`src/rtl/mul8u_pipe_if.sv`:
```
// Operand/product bus for the pipelined 8x8 unsigned multiplier.
// The master supplies operand pairs and the slave returns registered products.
interface mul8u_pipe_if;
  localparam int unsigned OP_W   = 8;
  localparam int unsigned PROD_W = 16;

  logic              in_valid;
  logic [OP_W-1:0]   a;
  logic [OP_W-1:0]   b;
  logic              out_valid;
  logic [PROD_W-1:0] y;

  modport master (output in_valid, a, b, input  out_valid, y);
  modport slave  (input  in_valid, a, b, output out_valid, y);
endinterface

```
`src/rtl/mul8u_pipe.sv`:
```
// Two-stage pipelined 8x8 unsigned multiplier.
// Nibble partial products are formed in stage 1 and summed in stage 2, giving a fixed two-cycle latency.
module mul8u_pipe (
  input  logic         clk,
  input  logic         rst_n,
  mul8u_pipe_if.slave  bus
);
  localparam int unsigned OP_W   = 8;
  localparam int unsigned NIB_W  = 4;
  localparam int unsigned PP_W   = OP_W + NIB_W;
  localparam int unsigned PROD_W = 2 * OP_W;

  logic [PP_W-1:0]   lo_q;
  logic [PP_W-1:0]   hi_q;
  logic              s1_valid_q;
  logic [PROD_W-1:0] y_q;
  logic              out_valid_q;

  // Stage 1: partial products a*b[3:0] and a*b[7:4]; the data registers hold while idle.
  always_ff @(posedge clk or negedge rst_n) begin
    if (!rst_n) begin
      lo_q       <= '0;
      hi_q       <= '0;
      s1_valid_q <= 1'b0;
    end else begin
      s1_valid_q <= bus.in_valid;
      if (bus.in_valid) begin
        lo_q <= PP_W'(bus.a) * PP_W'(bus.b[NIB_W-1:0]);
        hi_q <= PP_W'(bus.a) * PP_W'(bus.b[OP_W-1:NIB_W]);
      end
    end
  end

  // Stage 2: recombine the partial products; y keeps its last value across bubbles.
  always_ff @(posedge clk or negedge rst_n) begin
    if (!rst_n) begin
      y_q         <= '0;
      out_valid_q <= 1'b0;
    end else begin
      out_valid_q <= s1_valid_q;
      if (s1_valid_q) begin
        y_q <= PROD_W'(lo_q) + (PROD_W'(hi_q) << NIB_W);
      end
    end
  end

  assign bus.y         = y_q;
  assign bus.out_valid = out_valid_q;
endmodule

```
`src/flat_wrapper.sv`:
```
// flat-port wrapper written by rule: the top's interface ports become plain ports
module mul8u_pipe_flat 
  (clk, rst_n, bus_in_valid, bus_a, bus_b, bus_out_valid, bus_y);
  mul8u_pipe_if bus_i ();
  input  logic clk;
  input  logic rst_n;
  input wire logic [$bits(bus_i.in_valid)-1:0] bus_in_valid;
  input wire logic [$bits(bus_i.a)-1:0] bus_a;
  input wire logic [$bits(bus_i.b)-1:0] bus_b;
  output wire logic [$bits(bus_i.out_valid)-1:0] bus_out_valid;
  output wire logic [$bits(bus_i.y)-1:0] bus_y;
  assign bus_i.in_valid = bus_in_valid;
  assign bus_i.a = bus_a;
  assign bus_i.b = bus_b;
  assign bus_out_valid = bus_i.out_valid;
  assign bus_y = bus_i.y;
  mul8u_pipe u_core (.clk(clk), .rst_n(rst_n), .bus(bus_i));
endmodule
```
`config.mk`:
```
export PLATFORM = sky130hd
export DESIGN_NAME = mul8u_pipe_flat
export DESIGN_NICKNAME = d
export VERILOG_FILES = /design/src/rtl/mul8u_pipe_if.sv /design/src/rtl/mul8u_pipe.sv /design/src/flat_wrapper.sv
export SDC_FILE = /design/constraint.sdc
export NUM_CORES = 1
export LEC_CHECK = 0
export ABC_AREA = 1
export ABC_CLOCK_PERIOD_IN_PS = 1550
export BUFFER_PORTS_ARGS = -buffer_cell sky130_fd_sc_hd__buf_2
export CAP_MARGIN = 20
export CORE_MARGIN = 1.5
export CORE_UTILIZATION = 25
export CTS_CLUSTER_SIZE = 16
export DETAILED_ROUTE_END_ITERATION = 7
export PLACE_DENSITY_LB_ADDON = 0.25
export SLEW_MARGIN = 20
export SYNTH_ARGS = -nofsm -noshare
export SYNTH_HDL_FRONTEND = slang
export SYNTH_SLANG_ARGS = --single-unit
```
`constraint.sdc`:
```
create_clock -name clk -period 1.55 [get_ports clk]
set_input_delay 0.0775 -clock clk [delete_from_list [all_inputs] [get_ports clk]]
set_output_delay 0.0775 -clock clk [all_outputs]
set_load 0.1 [all_outputs]
```
# == Yosys cells after proc, flatten, opt, wreduce, memory -nomap -nowiden ==
# Index checks and enable logic that the tools add are counted.
# word_totals
regBits,42
latch_bits,0
ram_bits,0
romBits,0
out_inout_bits,17
n_memories,0
# op_classes
addsub,1
n_mul,2
div,0
order_cmp,0
n_eq_ne,0
shift,0
muxes,0
bitwise_logic,0
n_reduce_logical,0
# op_table
operator,count
$mul A8 B4 Y12,2
$add A12 B16 Y16,1

# == Depth between registers and ports, before layout ==
# Gate-level depths: netlist (run 1).
# depth
word_depth,1
ltp_mapped,17
mapped_depth_nobuf,16

# == Worst setup path after synthesis (run 1) ==
# No wires, ideal clock.
# synth_timing
path_type,input port to flip-flop
start,input port bus_b[3]
end,register u_core.lo_q[10]
setup_ns,0.118
arrival_ns,2.522
required_ns,1.432
path_slack_ns,-1.090
cell_stages,15
path_buffers,1
cell_sequence,clkbuf_1 -> nand2_1 -> fa_1 -> inv_1 -> fa_1 -> inv_1 -> fa_1 -> inv_1 -> nand3_1 -> nand2_1 -> nand3_1 -> nand2_1 -> nand2_1 -> nand3_1 -> nand2_1
# synth_via
elab_chain_cells,1
# synth_lines
item,line_no,rtl
start: declaration,flat_wrapper.sv:9,input wire logic [$bits(bus_i.b)-1:0] bus_b;
$mul A8 B4 Y12,mul8u_pipe.sv:28,lo_q <= PP_W'(bus.a) * PP_W'(bus.b[NIB_W-1:0]);
end signal: assignment,mul8u_pipe.sv:28,
end: declaration,mul8u_pipe.sv:13,logic [PP_W-1:0] lo_q;
# Every way passes these cells.
# A chain may end at the register's enable or synchronous reset.

# == Worst setup path in the final report (run 1) ==
# Same ends and word-level chain as after synthesis.

==> results.json, run 1 <==
{
  "status": "finished, violations left",
  "violations": "negative setup slack",
  "setup_viol": 21,
  "drt-pass1-iter-count": 4,
  "yosysSeqAreaShare_pct": 25.49,
  "worst-path-buf-inv": 4,
  "cts_tree": "built",
  "numCtsBuffers": 5,
  "track_usage_pct": 12.39,
  "arrival_ns": 2.34,
  "io_pins": 36,
  "core_mm2": 0.01600,
  "critPathLaunch": "bus_b[3]",
  "ff2ff_path_depth": 11,
  "cp_cell_sequence": "buf_12 > nand2_4 > fa_1 > inv_2 > fa_1 > inv_2 > fa_2 > inv_2 > nand3_2 > nand2_4 > nand3_2 > nand2_1 > nand2_1 > nand3_2 > nand2_1",
  "worst_pin_slew_ns": 0.4890,
  "period_needed_ns": 2.157,
  "ys_ff_latch": 42,
  "routed_wl_um": 10530,
  "dp_hpwl_um": 8216,
  "top_usage_layer": "met2",
  "die_w_um": 131.4,
  "drc": 0,
  "area_delta_synth_final_pct": 47.12,
  "grt_max_degree": 26,
  "drtAntennaViolNets": 0,
  "met3_usage_pct": 1.505,
  "worstPathMaxFanout": 6,
  "grt-ovfl-total": 0,
  "r2r_slack_ns": -0.07,
  "die_area_mm2": 0.01728,
  "yosys.cell_types.count": 26,
  "r2r-start": "u_core.lo_q[4]$_DFFE_PN0P_",
  "rr_endpoint": "u_core.bus.y[12]$_DFFE_PN0P_",
  "endpoint_kind": "register",
  "cp.depth": 15,
  "drive_gt1_share_pct": 36.79,
  "final_util_pct": 37.92,
  "place.gp.congestion": 0.8599,
  "slew-limit-headroom_pct": 67.62,
  "drtIter0Drc": 166,
  "maxCapViolCount": 0,
  "num_vias": 3813,
  "cp_top_family": "adder cells",
  "fin_ws_ns": -0.6075,
  "power.leakage_nw": 3.391,
  "fin_area_mm2": 0.006067,
  "endpoint": "u_core.lo_q[10]$_DFFE_PN0P_",
  "via_per_inst": 4.145,
  "clk_latency_ns": 0.28,
  "period_share_pct": 139.2,
  "rows": 46,
  "start_util_pct": 25.77,
  "synth_area_mm2": 0.004124,
  "skew_ns": 0.005201,
  "min_path_type": "in -> reg",
  "grt_use_met2_pct": 20.70,
  "slew_viol_final": 0,
  "cts_sinks": 42,
  "io_buffers": 35,
  "placed_area_mm2": 0.005137,
  "max_freq_mhz": 463.5,
  "grt_pass1_wl_um": 17830,
  "diodes": 0,
  "ir_drop_v": 0.0007606,
  "critPathLaunchType": "input port",
  "powerDensity_mw_per_mm2": 1258,
  "root_buffer": "clkbuf_16",
  "dieHeight_um": 131.4,
  "rsz0062_at_grt": "yes",
  "antenna_found_initial": 0,
  "final_hold_viol_count": 0,
  "syn_nets": 689,
  "place_ws_ns": -0.9914,
  "htreeDepth": 2,
  "finalNetCount": 787,
  "met1_usage_pct": 17.39,
  "wl_per_cell_um": 11.45,
  "criticalPathCategory": "in -> reg",
  "grt_pass1_vias": 3793,
  "critPathMaxStageDelay_ns": 0.55,
  "synthCells": 605,
  "cp_data_required_time_ns": 1.73,
  "synth_warnings": 0,
  "slowest_stage": "fa_1",
  "clk_path_buf_depth": 2,
  "clkTransAtPathRegs_ns": 0.06,
  "synth_area_per_cell_um2": 6.816
}
[layer usage]
metal / part of all wire [%] / vias up
met5: 0 / -
met4: 0.74 / 0
met3: 2.7 / 5
met2: 47 / 62
met1: 50 / 1727
li1: - / 2019
[layout by cell type (no fill, tap or decap), types with 4 or more instances in the layout]
cell and n:
buf_4 72, o21ai_1 11, nor2_1 17, nand2_4 10, buf_2 22, a21oi_2 9
clkbuf_16 5, nand4_1 7, nand2_2 28, fa_1 21, nand3_2 15, buf_6 12
nor2_2 5, inv_2 24, xnor2_2 4, dfrtp_1 42, nand3_4 7, nand2_1 191
ha_4 19, buf_12 5, inv_1 99, fa_2 4, ha_2 4, nand3_1 21
ha_1 17
[logic make-up (layout without fill, tap and decap cells)]
kind of cell | Yosys count | after routing | synth area share [%]
flops | 42 | 42 | 25.49
buf+inv | 148 | 247 | 13.71
simple gates | 308 | 308 | 30.34
fa+ha+maj | 65 | 65 | 24.27
xor+xnor | 5 | 5 | 1.062
compound gates | 37 | 37 | 5.128
[flip-flops by register name, indices dropped and copies added (netlist names)]
register              count
u_core.bus.y             16
u_core.hi_q              12
u_core.lo_q              12
u_core.bus.out_valid      1
u_core.s1_valid_q         1
[area by class of cell]
| type | count | area (um^2) |
|---|---|---|
| clock inverters | 2 | 13.76 |
| fillers | 1705 | 9933 |
| multi-input cells | 415 | 3194 |
| well taps | 216 | 270.3 |
| inverters | 124 | 467.9 |
| clock buffers | 6 | 128.9 |
| flip-flops and latches | 42 | 1051 |
| repair buffers | 115 | 940.9 |
[worst min-delay path by stage]
stage | startpoint | end | cells past startpoint
after detailed placement | rst_n | u_core.bus.y[14]$_DFFE_PN0P_ | 1
final | bus_in_valid | u_core.s1_valid_q$_DFF_PN0_ | 2
after global placement | rst_n | u_core.bus.y[14]$_DFFE_PN0P_ | 1
after CTS | bus_in_valid | u_core.s1_valid_q$_DFF_PN0_ | 2
after floorplan | rst_n | u_core.bus.out_valid$_DFF_PN0_ | 0
after global routing | bus_in_valid | u_core.s1_valid_q$_DFF_PN0_ | 2
[what timing repair did]
item                       CTS  global route
resized for setup           81            77
pin swaps                   36            41
hold endpoints to repair    18             0
setup endpoints to repair   25            28
setup buffers                9            18
cloned                       0             0
hold buffers                 1             0
[Yosys cell counts (all sizes together)]
master / number / share of area [%]
nor2: 24 / 2.2
o21ai: 15 / 1.8
o21bai: 4 / 0.73
a31oi: 3 / 0.46
nand4: 7 / 1.1
dfrtp: 42 / 25
a21boi: 1 / 0.27
inv: 124 / 11
a21o: 1 / 0.18
nand3b: 3 / 0.55
a21oi: 13 / 1.7
nand2: 229 / 21
ha: 40 / 12
clkbuf: 21 / 2.0
buf: 3 / 0.42
or2: 2 / 0.30
fa: 25 / 12
xnor2: 5 / 1.1
nand3: 43 / 5.3
[power breakdown]
group	switching [mW]	internal, mW	total, mW	leakage (nW)
sequential	0.254	1.40	1.66	0.519
combinational	3.05	1.92	4.97	2.80
clock	0.411	0.597	1.01	0.0708
total	3.72	3.92	7.63	3.39
[per-stage QoR]
stage               setup TNS (ns)  instances  total power, mW  hold slack (ns)
floorplan                   -11.37        605            4.643          -0.2181
global placement            -15.06        891            5.642          0.06373
detailed placement          -15.66        891            5.668          0.06268
CTS                         -8.543        906            7.061           0.1847
global route                -10.98        920            8.213           0.1955
finish                      -8.718        920            7.634           0.1869
(Power assumes the default switching activity.)
==> run 2, diff against run 1 <==
- PLACE_DENSITY_LB_ADDON: 0.25 -> default
==> run 2 against run 1 <==
Against the previous run: hold slack better by 0.033 ns; the run still ends with negative setup slack left; cell count rose by 0.65%; combinational power shrank 1%; sequential cell count unchanged; critical endpoint is now u_core.lo_q[11]$_DFFE_PN0P_; global-route usage shrank 0.69 points; via count grew 0.52%; clock skew shrank 0.00078 ns; final area up 0.10%; power increased by 1.1%; largest cell class unchanged; die area unchanged; sequential share of layout area about the same; routed wire length decreased by 4.4%; critical path type unchanged.
==> results.json, run 2 (synthesized netlist as in run 1, its figures left out) <==
{
  "power.leakage_nw": 3.433,
  "status": "finished, violations left",
  "rr_endpoint": "u_core.bus.y[12]$_DFFE_PN0P_",
  "area_delta_synth_final_pct": 47.27,
  "clkTransAtPathRegs_ns": 0.06,
  "met3_usage_pct": 1.698,
  "grt-ovfl-total": 0,
  "fin_ws_ns": -0.5423,
  "period_needed_ns": 2.092,
  "met1_usage_pct": 18.03,
  "grt_pass1_wl_um": 16960,
  "min_path_type": "in -> reg",
  "layout_common_cells": "nand2_1, inv_1, buf_4",
  "seq_power_share_pct": 21.5,
  "core_mm2": 0.01600,
  "slew-limit-headroom_pct": 67.18,
  "drt-pass1-iter-count": 5,
  "antenna_found_initial": 0,
  "clk_path_buf_depth": 2,
  "p_int_mw": 4.067,
  "setup_viol": 21,
  "io_pins": 36,
  "via_per_inst": 4.139,
  "drive_gt1_share_pct": 34.51,
  "grt_pass1_vias": 3599,
  "rows": 46,
  "critPathLaunchType": "input port",
  "num_vias": 3833,
  "switching_power_mw": 3.652,
  "fin_cells": 926,
  "holdPathStages": 2,
  "p_comb_share_pct": 63.5,
  "cp_data_required_time_ns": 1.73,
  "arrival_ns": 2.27,
  "drc": 0,
  "clkPwrFrac_pct": 15.0,
  "n_fill_cell": 1714,
  "worstPathMaxFanout": 6,
  "cts_tree": "built",
  "htreeDepth": 2,
  "numCtsBuffers": 5,
  "min_from": "bus_in_valid",
  "drtIter0Drc": 155,
  "min_to": "u_core.s1_valid_q$_DFF_PN0_",
  "ff2ff_path_depth": 11,
  "max_freq_mhz": 478.0,
  "place_ws_ns": -0.9599,
  "criticalPathCategory": "in -> reg",
  "routed_wl_um": 10070,
  "wl_per_cell_um": 10.87,
  "grt_max_degree": 43,
  "largest_reg_flops": 16,
  "ir_drop_v": 0.001269,
  "track_usage_pct": 11.70,
  "die_w_um": 131.4,
  "r2r-start": "u_core.lo_q[4]$_DFFE_PN0P_",
  "drtAntennaViolNets": 0,
  "grt_use_met2_pct": 17.13,
  "top_usage_layer": "met1",
  "swShare_pct": 47.31,
  "dieHeight_um": 131.4,
  "final_common_cell": "nand2_1",
  "period_share_pct": 135.0,
  "dp.cells": 896,
  "cts_sinks": 42,
  "maxCapViolCount": 0,
  "final_hold_viol_count": 0,
  "setup-tns-final_ns": -8.159,
  "skew_ns": 0.004417,
  "root_buffer": "clkbuf_16",
  "diodes": 0,
  "endpoint_kind": "register",
  "worst_pin_slew_ns": 0.4957,
  "place.gp.congestion": 0.8196,
  "placed_area_mm2": 0.005175,
  "r2r_slack_ns": -0.03,
  "die_area_mm2": 0.01728,
  "finalNetCount": 793,
  "io_buffers": 35,
  "powerDensity_mw_per_mm2": 1271,
  "start_util_pct": 25.77,
  "fin_area_mm2": 0.006073,
  "rsz0062_at_grt": "yes",
  "slew_viol_final": 0,
  "clk_latency_ns": 0.28,
  "violations": "negative setup slack",
  "dp_hpwl_um": 7645
}
## run 2: layout make-up
class | count | area (um^2) | share of cell area (%)
clock buffers | 7 | 132.6 | 2.184
flip-flops and latches | 42 | 1051 | 17.31
repair buffers | 121 | 1006 | 16.56
well taps | 216 | 270.3 | 4.450
multi-input cells | 415 | 3118 | 51.34
clock inverters | 1 | 30.03 | 0.4944
inverters | 124 | 465.4 | 7.664
## run 2: timing repair
item,4_1_cts,5_1_grt
gates resized for setup,72,71
hold buffers,1,0
pin swaps,36,46
hold endpoints to repair,42,0
setup endpoints to repair,24,27
setup buffers,7,18
cloned,0,0
## run 2: power groups by stage
stage	clock network [mW]	logic [mW]	registers, mW
2_1_floorplan	0	1.98	2.66
3_3_place_gp	0	4.04	1.62
3_5_place_dp	0	4.06	1.62
4_1_cts	1.19	4.30	1.62
5_1_grt	1.23	5.35	1.70
6_report	1.16	4.90	1.66
## run 2: worst max-delay path by stage
stage              from                           to  slack (ns)  depth (start not counted)
5_1_grt        bus_b[2]   u_core.lo_q[9]$_DFFE_PN0P_       -0.68                         15
4_1_cts        bus_b[3]   u_core.lo_q[8]$_DFFE_PN0P_       -0.55                         14
3_3_place_gp   bus_b[1]  u_core.lo_q[10]$_DFFE_PN0P_       -0.95                         15
3_5_place_dp   bus_a[1]   u_core.lo_q[8]$_DFFE_PN0P_       -0.96                         15
6_report       bus_b[3]  u_core.lo_q[11]$_DFFE_PN0P_       -0.54                         15
2_1_floorplan  bus_b[1]  u_core.lo_q[10]$_DFFE_PN0P_       -0.76                         15
## run 2: layer usage
layer	wire (um)	vias to the layer above
li1	-	2043
met1	5377	1719
met2	4302	64
met3	309	7
met4	79	0
met5	0	-
## run 2: through the flow
step,hold slack [ns],power (mW),util (%)
after floorplan,-0.2181,4.643,-
after global placement,0.07260,5.657,32.34
after detailed placement,0.07105,5.682,32.34
after CTS,0.2124,7.105,35.30
after global routing,0.2344,8.290,37.96
final,0.2200,7.719,37.96
## run 2: critical path, stage by stage
cell and delay [ns]:
buf_12 0.12, nand2_2 0.07, inv_2 0.04, fa_1 0.54, inv_2 0.04, fa_1 0.51
inv_2 0.05, ha_4 0.28, nand2_1 0.06, nor2_1 0.12, nand3_1 0.11, nand3_1 0.08
nand2_1 0.05, nand3_1 0.07, nand2_1 0.05
==> run 3, diff against run 2 <==
- CAP_MARGIN: 20 -> 30
- CORE_ASPECT_RATIO: default -> 2
==> run 3 against run 2 <==
Against the previous run: global-route usage is 1.6 points higher; critical endpoint is now u_core.hi_q[6]$_DFFE_PN0P_; count of clock-buffer cells in the layout down 1; die area is 0.27% higher; non-clock buffer count down 1; clock power up 20%; the flow still finishes with violations (negative setup slack); fmax fell by 1.8%; combinational power is 2% higher; cell count shrank 1.4%; routed wire length rose by 7.1%; critical path type unchanged; clock skew decreased by 0.00096 ns; largest power group unchanged.
==> results.json, run 3 (synthesized netlist as in run 1, its figures left out) <==
{
  "numCtsBuffers": 5,
  "dp_hpwl_um": 8715,
  "switching_power_mw": 3.716,
  "antenna_found_initial": 0,
  "core_mm2": 0.01619,
  "place.gp.congestion": 0.8679,
  "clkPwrFrac_pct": 17.3,
  "final_hold_viol_count": 0,
  "drtAntennaViolNets": 0,
  "root_buffer": "clkbuf_16",
  "critPathLaunchType": "input port",
  "skew_ns": 0.003457,
  "via_per_inst": 4.256,
  "drive_gt1_share_pct": 36.25,
  "track_usage_pct": 13.32,
  "cp_data_required_time_ns": 1.76,
  "area_delta_synth_final_pct": 48.63,
  "fin_ws_ns": -0.5815,
  "start_util_pct": 25.48,
  "worst_pin_slew_ns": 0.5403,
  "diodes": 0,
  "cts_sinks": 42,
  "slowest_stage": "fa_1",
  "num_vias": 3886,
  "arrival_ns": 2.35,
  "status": "finished, violations left",
  "maxCapViolCount": 0,
  "dieHeight_um": 184.6,
  "grt_max_degree": 43,
  "clkTransAtPathRegs_ns": 0.06,
  "n_fill_cell": 1722,
  "max_freq_mhz": 469.2,
  "worstPathMaxFanout": 6,
  "io_pins": 36,
  "criticalPathCategory": "in -> reg",
  "setup-tns-final_ns": -8.087,
  "die_w_um": 93.82,
  "seq_power_share_pct": 20.6,
  "critPathMostFrequentCell": "inv_2",
  "powerDensity_mw_per_mm2": 1312,
  "setup_viol": 21,
  "critPathLaunch": "bus_b[7]",
  "p_comb_share_pct": 62.1,
  "routed_wl_um": 10780,
  "layout_common_cells": "nand2_1, inv_1, buf_4",
  "period_share_pct": 137.5,
  "finalNetCount": 792,
  "clk_path_buf_depth": 2,
  "min_path_type": "in -> reg",
  "drc": 0,
  "grt_pass1_wl_um": 18110,
  "r2r-start": "u_core.lo_q[4]$_DFFE_PN0P_",
  "total_power_mw": 8.044,
  "swShare_pct": 46.19,
  "holdWs_ns": 0.1587,
  "slew-limit-headroom_pct": 63.98,
  "io_buffers": 35,
  "largest_reg_flops": 16,
  "period_needed_ns": 2.132,
  "worst-path-buf-inv": 6,
  "final_common_cell": "nand2_1",
  "cp_top_family": "adder cells",
  "drtIter0Drc": 131,
  "die_area_mm2": 0.01732,
  "cp_cell_sequence": "buf_12 > nand2_4 > inv_2 > fa_1 > inv_1 > fa_1 > inv_2 > ha_4 > nand3_2 > nand3_2 > inv_2 > buf_6 > or2_0 > a31oi_1",
  "violations": "negative setup slack",
  "rsz0062_at_grt": "yes",
  "endpoint_kind": "register",
  "p_int_mw": 4.328,
  "critPathMaxStageDelay_ns": 0.53,
  "cts_tree": "built",
  "min_from": "bus_a[0]",
  "grt_pass1_vias": 3963,
  "ir_drop_v": 0.0004416,
  "grt-ovfl-total": 0,
  "slew_viol_final": 0,
  "rows": 66,
  "clk_latency_ns": 0.29,
  "power.leakage_nw": 3.454,
  "htreeDepth": 2,
  "wl_per_cell_um": 11.81,
  "drt-pass1-iter-count": 4
}
run 3: cell types whose count changed in the layout (fill, tap and decap cells not counted), sizes merged:
cell and delta:
buf -1, bufinv +1, clkbuf -1
run 3: power by group through the flow:
stage	sequential, mW	clock, mW	combinational (mW)
5_1_grt	1.71	1.45	5.45
2_1_floorplan	2.66	0	1.98
6_report	1.65	1.39	5.00
3_5_place_dp	1.63	0	4.08
3_3_place_gp	1.64	0	4.02
4_1_cts	1.66	1.43	4.57
run 3: stage by stage:
stage,cell area [um^2],setup WS (ns),util (%),std cells
floorplan,4504,-0.7601,-,605
global placement,5132,-1.003,31.71,882
detailed placement,5132,-1.006,31.71,882
CTS,5848,-0.5761,36.13,899
global route,6130,-0.6659,37.87,913
finish,6130,-0.5815,37.87,913
run 3: per-layer routing:
metal  routed length [um]  vias to the layer above  track usage, %
li1                     -                     2028               -
met5                    0                        -               0
met4                  434                        0           7.701
met1                 3423                     1788           11.37
met2                 6664                       47           27.86
met3                  262                       23           1.444
run 3: path summary, 6_finish.rpt:
path / to / cells after the start / slack [ns]
setup / recovery: u_core.hi_q[6]$_DFFE_PN0P_ / 14 / -0.58
hold / removal: u_core.lo_q[0]$_DFFE_PN0P_ / 4 / 0.16
setup reg to reg: u_core.bus.y[14]$_DFFE_PN0P_ / 10 / -0.04
hold reg to reg: u_core.bus.y[15]$_DFFE_PN0P_ / 2 / 0.47
max in group asynchronous: u_core.lo_q[11]$_DFFE_PN0P_ / 3 / 0.77
min in group asynchronous: u_core.bus.y[0]$_DFFE_PN0P_ / 3 / 0.38
run 3: timing repair:
item,4_1_cts,5_1_grt
resized for setup,108,48
pin swaps,45,43
hold buffers,1,0
endpoints found under the hold margin,42,0
setup buffers,9,14
setup endpoints to repair,24,26
run 3: worst register-to-register path, cell delays in order, from the launching register on:
cell and delay [ns]:
dfrtp_1 0.36, ha_2 0.19, inv_2 0.04, fa_2 0.34, inv_4 0.09, buf_4 0.11, nand3_2 0.10, nand3_1 0.10
nand2_1 0.05, nand3_1 0.06, nand2_1 0.04
run 3: cell type report:
class,instances,area [um^2],area share (%)
tap,204,255.2,4.164
multi-input combinational,415,3141,51.23
clock inverter,2,60.06,0.9798
sequential,42,1052,17.17
inverter,124,470.5,7.675
clock buffer,6,138.9,2.266
timing repair buffer,120,1012,16.51
